==> config.mk <==
export PLATFORM = sky130hd
export DESIGN_NAME = text_overlay_arbiter_flat
export DESIGN_NICKNAME = d
export VERILOG_FILES = /design/src/rtl/overlay_pkg.sv /design/src/rtl/text_overlay_arbiter_if.sv /design/src/rtl/delay.sv /design/src/rtl/overlay_blink_timer.sv /design/src/rtl/text_overlay_arbiter.sv /design/src/flat_wrapper.sv
export SDC_FILE = /design/constraint.sdc
export NUM_CORES = 1
export LEC_CHECK = 0
export BUFFER_PORTS_ARGS = -buffer_cell sky130_fd_sc_hd__buf_4
export CAP_MARGIN = 10
export CELL_PAD_IN_SITES_DETAIL_PLACEMENT = 0
export CELL_PAD_IN_SITES_GLOBAL_PLACEMENT = 1
export CORE_MARGIN = 2
export CORE_UTILIZATION = 36
export CTS_CLUSTER_DIAMETER = 100
export DETAILED_ROUTE_END_ITERATION = 16
export GPL_ROUTABILITY_DRIVEN = 0
export PLACE_DENSITY_LB_ADDON = 0.1
export SKIP_CTS_REPAIR_TIMING = 1
export SYNTH_ARGS = -nofsm -noshare
export SYNTH_HDL_FRONTEND = slang
export SYNTH_HIERARCHICAL = 1
export SYNTH_SLANG_ARGS = --single-unit
==> constraint.sdc <==
create_clock -name clk -period 2.9 [get_ports clk]
set_input_delay 0.145 -clock clk [delete_from_list [all_inputs] [get_ports clk]]
set_output_delay 0.145 -clock clk [all_outputs]
set_load 0.02 [all_outputs]
==> src/rtl/overlay_pkg.sv <==
// Shared types and helpers for the text overlay compositor.
// Character cell geometry, channel rect type, hit test and dim function.
package overlay_pkg;

    localparam int CHAR_W = 8;
    localparam int CHAR_H = 16;
    localparam int RGB_W  = 12;

    typedef struct packed {
        logic [11:0] x;
        logic [11:0] y;
        logic [7:0]  cols;
        logic [7:0]  rows;
    } rect_t;

    function automatic logic in_rect(rect_t r, logic [11:0] h, logic [11:0] v);
        logic [11:0] xe;
        logic [11:0] ye;
        xe = r.x + 12'(r.cols) * 12'(CHAR_W);
        ye = r.y + 12'(r.rows) * 12'(CHAR_H);
        return (h >= r.x) && (h < xe) && (v >= r.y) && (v < ye);
    endfunction

    function automatic logic [RGB_W-1:0] dim_rgb(logic [RGB_W-1:0] c, int unsigned sh);
        return {c[11:8] >> sh, c[7:4] >> sh, c[3:0] >> sh};
    endfunction

endpackage

==> src/rtl/text_overlay_arbiter_if.sv <==
// VGA timing + pixel bundle passed between pipeline blocks.
interface itf_vga;
    logic [10:0] hcount;
    logic [10:0] vcount;
    logic        hsync;
    logic        vsync;
    logic        hblnk;
    logic        vblnk;
    logic [overlay_pkg::RGB_W-1:0] rgb;

    modport in (
        input hcount, vcount, hsync, vsync, hblnk, vblnk, rgb
    );

    modport out (
        output hcount, vcount, hsync, vsync, hblnk, vblnk, rgb
    );
endinterface

==> src/rtl/delay.sv <==
// Generic fixed-length register pipeline with asynchronous clear.
module delay #(
    parameter int WIDTH   = 8,
    parameter int CLK_DEL = 1
) (
    input  logic             clk,
    input  logic             rst,
    input  logic [WIDTH-1:0] din,
    output logic [WIDTH-1:0] dout
);

    logic [WIDTH-1:0] pipe [CLK_DEL];

    always_ff @(posedge clk or posedge rst) begin
        if (rst) begin
            for (int i = 0; i < CLK_DEL; i++) pipe[i] <= '0;
        end else begin
            pipe[0] <= din;
            for (int i = 1; i < CLK_DEL; i++) pipe[i] <= pipe[i-1];
        end
    end

    assign dout = pipe[CLK_DEL-1];

endmodule

==> src/rtl/overlay_blink_timer.sv <==
// Vsync edge detector, frame counter and blink phase for the overlay.
module overlay_blink_timer #(
    parameter int BLINK_FRAMES = 30
) (
    input  logic clk,
    input  logic rst,
    input  logic vsync,
    output logic frame_start,
    output logic blink_phase
);

    logic       vsync_q;
    logic [7:0] frame_cnt;

    assign frame_start = vsync && !vsync_q;

    // vsync_q clears to 1 so a vsync already high at release is not an edge
    always_ff @(posedge clk or posedge rst) begin
        if (rst) begin
            vsync_q     <= 1'b1;
            frame_cnt   <= '0;
            blink_phase <= 1'b1;
        end else begin
            vsync_q <= vsync;
            if (frame_start) begin
                if (frame_cnt == 8'(BLINK_FRAMES - 1)) begin
                    frame_cnt   <= '0;
                    blink_phase <= !blink_phase;
                end else begin
                    frame_cnt <= frame_cnt + 8'd1;
                end
            end
        end
    end

endmodule

==> src/rtl/text_overlay_arbiter.sv <==
// Priority text overlay compositor sharing one font_rom port across N_CH channels.
// Optional background dimming under TEXT_OVERLAY_BG_DIM_EN.
module text_overlay_arbiter
    import overlay_pkg::*;
#(
    parameter int N_CH = 8,
    parameter logic [N_CH-1:0][11:0] CH_X    = '0,
    parameter logic [N_CH-1:0][11:0] CH_Y    = '0,
    parameter logic [N_CH-1:0][7:0]  CH_COLS = {N_CH{8'd1}},
    parameter logic [N_CH-1:0][7:0]  CH_ROWS = {N_CH{8'd1}},
    parameter int BLINK_FRAMES = 30,
    parameter int DIM_SHIFT    = 1
) (
    input  logic                        clk,
    input  logic                        rst,
    input  logic [N_CH-1:0]             ch_en,
    input  logic [N_CH-1:0]             ch_blink,
    input  logic                        dim,
    input  logic [N_CH-1:0][RGB_W-1:0]  ch_rgb,
    input  logic [N_CH-1:0][6:0]        ch_char_code,
    input  logic [N_CH-1:0][3:0]        ch_char_line,
    output logic [10:0]                 addr,
    output logic                        hit_valid,
    output logic [$clog2(N_CH)-1:0]     hit_ch,
    itf_vga.in                          in,
    itf_vga.out                         out
);

    localparam int CW = $clog2(N_CH);
    localparam int TW = 2 * 11 + 4 + RGB_W;

    logic [TW-1:0]    d_bus;
    logic [10:0]      d_hcount, d_vcount;
    logic             d_hsync, d_vsync, d_hblnk, d_vblnk;
    logic [RGB_W-1:0] d_rgb;

    delay #(.WIDTH(TW), .CLK_DEL(2)) u_delay (
        .clk  (clk),
        .rst  (rst),
        .din  ({in.hcount, in.vcount, in.hsync, in.vsync,
                in.hblnk, in.vblnk, in.rgb}),
        .dout (d_bus)
    );

    assign {d_hcount, d_vcount, d_hsync, d_vsync,
            d_hblnk, d_vblnk, d_rgb} = d_bus;

    logic frame_start, blink_phase;

    overlay_blink_timer #(.BLINK_FRAMES(BLINK_FRAMES)) u_blink (
        .clk         (clk),
        .rst         (rst),
        .vsync       (in.vsync),
        .frame_start (frame_start),
        .blink_phase (blink_phase)
    );

    logic [N_CH-1:0] en_q, blink_q;

    always_ff @(posedge clk or posedge rst) begin
        if (rst) begin
            en_q    <= '0;
            blink_q <= '0;
        end else if (frame_start) begin
            en_q    <= ch_en;
            blink_q <= ch_blink;
        end
    end

    logic [N_CH-1:0] hit;

    for (genvar i = 0; i < N_CH; i++) begin : g_ch
        localparam rect_t R = '{x: CH_X[i], y: CH_Y[i],
                                cols: CH_COLS[i], rows: CH_ROWS[i]};
        assign hit[i] = en_q[i] && (!blink_q[i] || blink_phase)
                        && in_rect(R, {1'b0, d_hcount}, {1'b0, d_vcount});
    end

    logic          granted;
    logic [CW-1:0] g;

    // Scan low priority first so the lowest hit index is left standing
    always_comb begin
        granted = 1'b0;
        g       = '0;
        for (int i = N_CH - 1; i >= 0; i--) begin
            if (hit[i]) begin
                granted = 1'b1;
                g       = i[CW-1:0];
            end
        end
    end

    assign addr = granted ? {ch_char_code[g], ch_char_line[g]} : 11'd0;

    logic [RGB_W-1:0] rgb_nxt;

`ifdef TEXT_OVERLAY_BG_DIM_EN
    logic [RGB_W-1:0] bg_rgb;
    assign bg_rgb = dim ? dim_rgb(d_rgb, DIM_SHIFT) : d_rgb;
`else
    logic [RGB_W-1:0] bg_rgb;
    logic             unused_dim;
    assign bg_rgb     = d_rgb;
    assign unused_dim = dim;
`endif

    always_comb begin
        rgb_nxt = bg_rgb;
        if (d_hblnk || d_vblnk) rgb_nxt = '0;
        else if (granted)       rgb_nxt = ch_rgb[g];
    end

    always_ff @(posedge clk or posedge rst) begin
        if (rst) begin
            out.hcount <= '0;
            out.vcount <= '0;
            out.hsync  <= 1'b0;
            out.vsync  <= 1'b0;
            out.hblnk  <= 1'b0;
            out.vblnk  <= 1'b0;
            out.rgb    <= '0;
            hit_valid  <= 1'b0;
            hit_ch     <= '0;
        end else begin
            out.hcount <= d_hcount;
            out.vcount <= d_vcount;
            out.hsync  <= d_hsync;
            out.vsync  <= d_vsync;
            out.hblnk  <= d_hblnk;
            out.vblnk  <= d_vblnk;
            out.rgb    <= rgb_nxt;
            hit_valid  <= granted;
            hit_ch     <= g;
        end
    end

endmodule
==> src/flat_wrapper.sv <==
// flat-port wrapper written by rule: the top's interface ports become plain ports
module text_overlay_arbiter_flat import overlay_pkg::*;
#(
    parameter int N_CH = 8,
    parameter logic [N_CH-1:0][11:0] CH_X    = '0,
    parameter logic [N_CH-1:0][11:0] CH_Y    = '0,
    parameter logic [N_CH-1:0][7:0]  CH_COLS = {N_CH{8'd1}},
    parameter logic [N_CH-1:0][7:0]  CH_ROWS = {N_CH{8'd1}},
    parameter int BLINK_FRAMES = 30,
    parameter int DIM_SHIFT    = 1
)
  (clk, rst, ch_en, ch_blink, dim, ch_rgb, ch_char_code, ch_char_line, addr, hit_valid, hit_ch, in_hcount, in_vcount, in_hsync, in_vsync, in_hblnk, in_vblnk, in_rgb, out_hcount, out_vcount, out_hsync, out_vsync, out_hblnk, out_vblnk, out_rgb);
  itf_vga in_i ();
  itf_vga out_i ();
  input  logic clk;
  input  logic rst;
  input  logic [N_CH-1:0] ch_en;
  input  logic [N_CH-1:0] ch_blink;
  input  logic dim;
  input  logic [N_CH-1:0][RGB_W-1:0] ch_rgb;
  input  logic [N_CH-1:0][6:0] ch_char_code;
  input  logic [N_CH-1:0][3:0] ch_char_line;
  output logic [10:0] addr;
  output logic hit_valid;
  output logic [$clog2(N_CH)-1:0] hit_ch;
  input wire logic [$bits(in_i.hcount)-1:0] in_hcount;
  input wire logic [$bits(in_i.vcount)-1:0] in_vcount;
  input wire logic [$bits(in_i.hsync)-1:0] in_hsync;
  input wire logic [$bits(in_i.vsync)-1:0] in_vsync;
  input wire logic [$bits(in_i.hblnk)-1:0] in_hblnk;
  input wire logic [$bits(in_i.vblnk)-1:0] in_vblnk;
  input wire logic [$bits(in_i.rgb)-1:0] in_rgb;
  output wire logic [$bits(out_i.hcount)-1:0] out_hcount;
  output wire logic [$bits(out_i.vcount)-1:0] out_vcount;
  output wire logic [$bits(out_i.hsync)-1:0] out_hsync;
  output wire logic [$bits(out_i.vsync)-1:0] out_vsync;
  output wire logic [$bits(out_i.hblnk)-1:0] out_hblnk;
  output wire logic [$bits(out_i.vblnk)-1:0] out_vblnk;
  output wire logic [$bits(out_i.rgb)-1:0] out_rgb;
  assign in_i.hcount = in_hcount;
  assign in_i.vcount = in_vcount;
  assign in_i.hsync = in_hsync;
  assign in_i.vsync = in_vsync;
  assign in_i.hblnk = in_hblnk;
  assign in_i.vblnk = in_vblnk;
  assign in_i.rgb = in_rgb;
  assign out_hcount = out_i.hcount;
  assign out_vcount = out_i.vcount;
  assign out_hsync = out_i.hsync;
  assign out_vsync = out_i.vsync;
  assign out_hblnk = out_i.hblnk;
  assign out_vblnk = out_i.vblnk;
  assign out_rgb = out_i.rgb;
  text_overlay_arbiter #(.N_CH(N_CH), .CH_X(CH_X), .CH_Y(CH_Y), .CH_COLS(CH_COLS), .CH_ROWS(CH_ROWS), .BLINK_FRAMES(BLINK_FRAMES), .DIM_SHIFT(DIM_SHIFT)) u_core (.clk(clk), .rst(rst), .ch_en(ch_en), .ch_blink(ch_blink), .dim(dim), .ch_rgb(ch_rgb), .ch_char_code(ch_char_code), .ch_char_line(ch_char_line), .addr(addr), .hit_valid(hit_valid), .hit_ch(hit_ch), .in(in_i), .out(out_i));
endmodule
**After elaboration in Yosys (flattened, before gate mapping)**

Cells that the tools add are included.

- Bits in registers: 144
- Input bits: 241
- Output and inout bits: 53
- Word-level logic and storage cells: 85

- Add/sub/neg operators: 1
- Magnitude comparators: 3
- Equal/unequal tests: 1
- Mux-type cells: 26
- Reduce and logical (&&, ||, !) cells: 38

Operator list:

| operator | count |
|---|---|
| 12-bit binary-select mux with 3-bit select | 1 |
| 12-bit 2-to-1 mux | 3 |
| 3-bit 2-to-1 mux | 8 |
| 7-bit binary-select mux with 3-bit select | 1 |
| 1-bit logical AND | 18 |
| 4-bit binary-select mux with 3-bit select | 1 |
| 11-bit by 4-bit less-than comparator with 1-bit output, second input constant | 1 |
| 11-bit by 5-bit less-than comparator with 1-bit output, second input constant | 1 |
| 11-bit 2-to-1 mux | 1 |
| 1-bit zero test | 10 |
| 1-bit logical OR | 9 |
| 8-bit by 1-bit adder with 8-bit output, second input constant | 1 |
| 8-bit by 5-bit == test with 1-bit output, second input constant | 1 |
| 1-bit 2-to-1 mux | 8 |
| 8-bit 2-to-1 mux | 1 |
| 7-bit 2-to-1 mux | 1 |
| 3-bit by 4-bit less-than comparator with 1-bit output, second input constant | 1 |
| 4-bit 2-to-1 mux | 1 |
| 2-bit AND reduction | 1 |

**Logic depth before layout (Yosys ltp)**

- Depth after elaboration: 16
- Mapped depth: 11
- Gate-level depth less buffers: 8

**Modules after synthesis**

The synthesis kept the hierarchy.

Modules (own cells, without submodules):

| module | times used | cells each | area each (µm²) | seq. area each (µm²) |
|---|---|---|---|---|
| text_overlay_arbiter | 1 | 300 | 3,632.2 | 1,451.4 |
| delay | 1 | 115 | 2,190.9 | 1,901.8 |
| overlay_blink_timer | 1 | 52 | 531.8 | 252.7 |

**Worst setup path before layout**

Ideal clock, no wire load.

- Kind: reg2out
- Start: register u_core.u_blink.blink_phase
- End: output port addr[2]
- Data arrival time: 2.362 ns
- Data required time: 2.755 ns
- Path slack: 0.393 ns
- Cell stages (with the launch flop): 10
- Buffers on the path: 2
- Cell sequence: dfstp_2 -> buf_6 -> inv_1 -> a221oi_2 -> o2111a_2 -> o21ai_4 -> inv_4 -> buf_6 -> mux4_2 -> a22o_1

- Word-level cells in the longest chain between the ends: 14
- Elaborated cells on any way between the ends: 43
- Those cells by class: mux: 19; reduce/logical: 24

Ends and longest elaborated chain:

| item | RTL line | RTL |
|---|---|---|
| start: declaration | overlay_blink_timer.sv:9 | `output logic blink_phase` |
| start signal: assignment | overlay_blink_timer.sv:28 | `blink_phase <= !blink_phase;` |
| 1-bit logical OR | text_overlay_arbiter.sv:75 | `assign hit[i] = en_q[i] && (!blink_q[i] \|\| blink_phase)` |
| 1-bit logical AND | text_overlay_arbiter.sv:75 |  |
| 1-bit logical AND | text_overlay_arbiter.sv:76 | `&& in_rect(R, {1'b0, d_hcount}, {1'b0, d_vcount});` |
| 3-bit 2-to-1 mux (8 in series) | text_overlay_arbiter.sv:87 | `if (hit[i]) begin` |
| 4-bit binary-select mux with 3-bit select | text_overlay_arbiter.sv:94 | `assign addr = granted ? {ch_char_code[g], ch_char_line[g]} : 11'd0;` |
| 4-bit 2-to-1 mux (not written as such) | text_overlay_arbiter.sv:94 |  |
| 11-bit 2-to-1 mux (*) | text_overlay_arbiter.sv:94 |  |
| end: declaration | flat_wrapper.sv:23 | `output logic [10:0] addr;` |

Mark *: on every way between the ends. The rest lies on a longest branch, timed or not. The select of a mux whose other input is x is not followed.

**Worst setup path in the final report**

- Start: register u_core.u_blink.blink_phase
- End: output port addr[10]

- Word-level cells in the longest chain between the ends: 14
- Elaborated cells on any way between the ends: 43
- Those cells by class: mux: 19; reduce/logical: 24

Ends and longest elaborated chain:

| item | RTL line |
|---|---|
| 1-bit logical OR | text_overlay_arbiter.sv:75 |
| 1-bit logical AND | text_overlay_arbiter.sv:75 |
| 1-bit logical AND | text_overlay_arbiter.sv:76 |
| 3-bit 2-to-1 mux (8 in series) | text_overlay_arbiter.sv:87 |
| 7-bit binary-select mux with 3-bit select | text_overlay_arbiter.sv:94 |
| 7-bit 2-to-1 mux (not written as such) | text_overlay_arbiter.sv:94 |
| 11-bit 2-to-1 mux (*) | text_overlay_arbiter.sv:94 |

Marked as above.

==> summary.txt <==
Status
  – Outcome: finished with violations
  – Violations in the final reports: setup timing

CTS
  – Clock Path Buffers: 2
  – Clock latency on the worst-skew pair: around 420 ps
  – CTS root buffer: clkbuf_16
  – CTS tree: yes
  – H-Tree Level Count: 4
  – CTS buffer count: 17
  – Clock sinks: about 140
  – Clock Pin Slew Worst Setup and Hold Paths: 70 ps

STA
  – Slew Limit Fails: 0
  – Max Freq: 326 MHz
  – Worst clock skew: ~9.3 ps
  – Fin Hold WS: about 43 ps
  – Final hold vios: 0
  – Final setup viols: 11
  – Worst Setup Slack, final: -169 ps
  – Worst-margin pin slew: just under 1000 ps
  – Tmin final: roughly 3000 ps
  – Worst slew margin: around a third
  – Unrepaired setup endpoints after global routing: yes
  – Final cycle utilization of the critical path: 106%

Logic synthesis
  – Syn nets: 710
  – Cells after Synth: roughly 470
  – Yosys warns: 6
  – Post-synth EDFFs: 0
  – Sequential fraction of the synthesis area: 56.7%
  – Syn avg cell area: roughly 14 µm²
  – Post-synth cell types: 65
  – Synth Cell Area: about 0.0064 mm²
  – Async set-reset flop share out of synthesis: between 90% and 100%
  – #FFs+latches synth: 144
  – Top FF cell, synth: dfrtp_1

Drt
  – Routed len/inst: approximately 19 µm
  – Pre-antenna DRT Iters: 4
  – DRT antenna net count: 0
  – Final wirelength: 19.4 mm
  – Drt initial violations: about 220
  – Vias per cell: around 5
  – DRC: 0
  – Routed vias: between 5,000 and 6,000

Critical path
  – RR Endpoint: u_core/out.rgb[2]
  – Crit-path max cell delay: between 600 and 700 ps
  – CP endpoint kind: primary output
  – Critical path's slowest cell: dfstp_2
  – Setup crit start kind: register
  – CP delay by family, top: compound AO/OA/AOI/OAI gates
  – Worst Path Max Fanout: 7
  – CP arrival: between 2000 and 3000 ps
  – Worst reg2reg startpoint: u_core/u_blink/blink_phase
  – Number of cells on the worst reg-to-reg path: 10
  – Buf/Inv on CP: 3
  – R2R setup slack: around 160 ps
  – CP Data Required Time: approximately 2800 ps
  – Crit Path Category: register to primary output
  – Cells along the critical path: nor2b_4, o211ai_1, o2111a_2, o21ai_4, clkinv_4, buf_12, mux4_2, a22o_1, buf_6

Global routing
  – Met1 usage: 20.8%
  – Largest net degree at the start of global routing: 60
  – GRT Resource Usage Total: around 20%
  – Total gr overflow: 0
  – Met2 Usage GRT: ~36%
  – Layer with the highest usage: met2
  – Initial antenna violation count: 0
  – Vias in the first global route: 5,124
  – First-pass GRT wire length: roughly 27 mm
  – GR met3 Demand/Resource: 5.93%

Layout
  – P&R area growth vs syn: 56.7%
  – Number of non-filler instances in the completed layout: 1,036
  – Layout cells sized above 1: a little over half
  – NumNets Final: between 1,000 and 1,500
  – Fillers: between 1,000 and 1,500
  – Ant diodes: 0

Floorplan
  – Core ar.: 0.0173 mm²
  – Initial Util: approximately 37%
  – I/O pins: 294
  – Die X: about 140 µm
  – Die height: between 100 and 150 µm
  – Rows: between 40 and 50
  – Die area: 0.0187 mm²

Run
  – Max-cap viol count: 0

Hold path
  – Hold Path Depth: 3
  – Hold wc startpoint: ch_rgb[41]
  – Hold Path End: u_core/out.rgb[5]
  – Hold crit path type: input pin to register

Placement
  – Dpl cells: 941
  – Worst slack, placed: approximately 140 ps
  – Port Buffer Count: 292
  – Post-DP HPWL: 15.0 mm

Pwr
  – Power Total: ~5.5 mW
  – Worst VDD drop: 0.000519 V
  – Static Leakage: ~4.6 nW
  – Pwr Density: around 550 mW/mm²
worst max-delay path by stage:
stage,from,slack [ps],end,cells after the start
5_1_grt,u_core/u_blink/blink_phase,-250,addr[9],9
3_3_place_gp,u_core/u_blink/blink_phase,180,u_core/out.rgb[2],10
2_1_floorplan,u_core/u_blink/blink_phase,390,addr[2],9
3_5_place_dp,u_core/u_blink/blink_phase,140,u_core/out.rgb[2],10
4_1_cts,u_core/u_delay/dout[31],-300,addr[5],8
6_report,u_core/u_blink/blink_phase,-170,addr[10],9
flip-flops by register name, indices dropped and copies added, names as in the netlist:
name                        count
u_core/hit_ch                   3
u_core/u_delay/dout            38
u_core/out.hsync                1
u_core/hit_valid                1
u_core/en_q                     8
u_core/u_delay/pipe            38
u_core/out.rgb                 12
u_core/u_blink/blink_phase      1
u_core/blink_q                  8
u_core/u_blink/vsync_q          1
u_core/out.vblnk                1
u_core/out.hcount              11
u_core/out.vsync                1
u_core/u_blink/frame_cnt        8
u_core/out.hblnk                1
u_core/out.vcount              11
area by class of cell:
cell class                 instances  area, µm²  share of cell area, %
sequential                       144       3610                   36.2
timing repair buffer             371       3060                   30.7
inverter                          16       70.1                  0.704
clock inverter                    15        211                   2.12
clock buffer                      17        425                   4.27
tap                              225        282                   2.83
multi-input combinational        248       2300                   23.1
synthesized netlist by cell type (6+ instances only):
cell type	number	share of area (%)
dfrtp_1	142	56
buf_4	42	5.0
nand2_1	30	1.8
mux2i_1	29	4.6
mux4_2	22	7.8
mux2_2	20	3.5
o21ai_0	20	1.6
inv_1	14	0.83
a21oi_1	12	0.95
a22o_1	12	1.7
buf_2	6	0.47
power by group:
group | internal [mW] | leakage (nW) | switching [mW]
logic | 0.536 | 2.58 | 0.417
clock network | 1.18 | 0.304 | 1.02
registers | 2.17 | 1.71 | 0.130
cells in the final DEF (no fill, tap or decap), types with 4 or more instances in the layout:
cell and instances:
dlygate4sd3_1 55, inv_1 11, nand2_1 30, buf_4 297, clkbuf_16 20, a31oi_1 5, o21ai_1 4, nor3_1 4
o21ai_0 20, nand3_1 4, mux4_2 22, mux2i_1 29, clkinv_8 9, dfrtp_1 142, o221a_2 5, a221o_1 4
mux2_2 20, a22o_1 12, buf_6 13, a21oi_1 12, o221ai_1 5
routing by layer:
layer	routed length, µm	vias up
met5	0	-
met4	587	0
met3	1510	35
met2	10400	214
met1	6910	2464
li1	-	2362
worst register-to-register path: stages, from the launching register on:
cell,delay (ps)
dfstp_2,650
nand2b_4,170
o211ai_1,140
o2111a_2,220
o21ai_4,190
clkinv_4,140
clkbuf_16,190
buf_4,220
mux2i_1,150
mux2_2,290
a221oi_1,290
through the flow:
stage / instance area [µm²] / TNS [ps] / util [%]
after global routing: 9960 / -2670 / 57.6
after global placement: 8560 / 0 / 49.5
after detailed placement: 8560 / 0 / 49.5
final: 9960 / -1720 / 57.6
after floorplan: 6350 / 0 / -
after CTS: 9200 / -3020 / 53.2
logic make-up (layout without fill, tap and decap cells):
group	after synthesis	in the layout	synth area share (%)
AOI/OAI and AO/OA	98	98	11.9
xor gates and xnor gates	3	3	0.414
adders and majority gates	2	2	0.394
buffers and inverters	75	419	7.66
DFF	144	144	56.7
muxes	72	72	16.1
and+or+nand+nor	73	73	6.85
No activity file was read; power rests on OpenSTA's default activity.
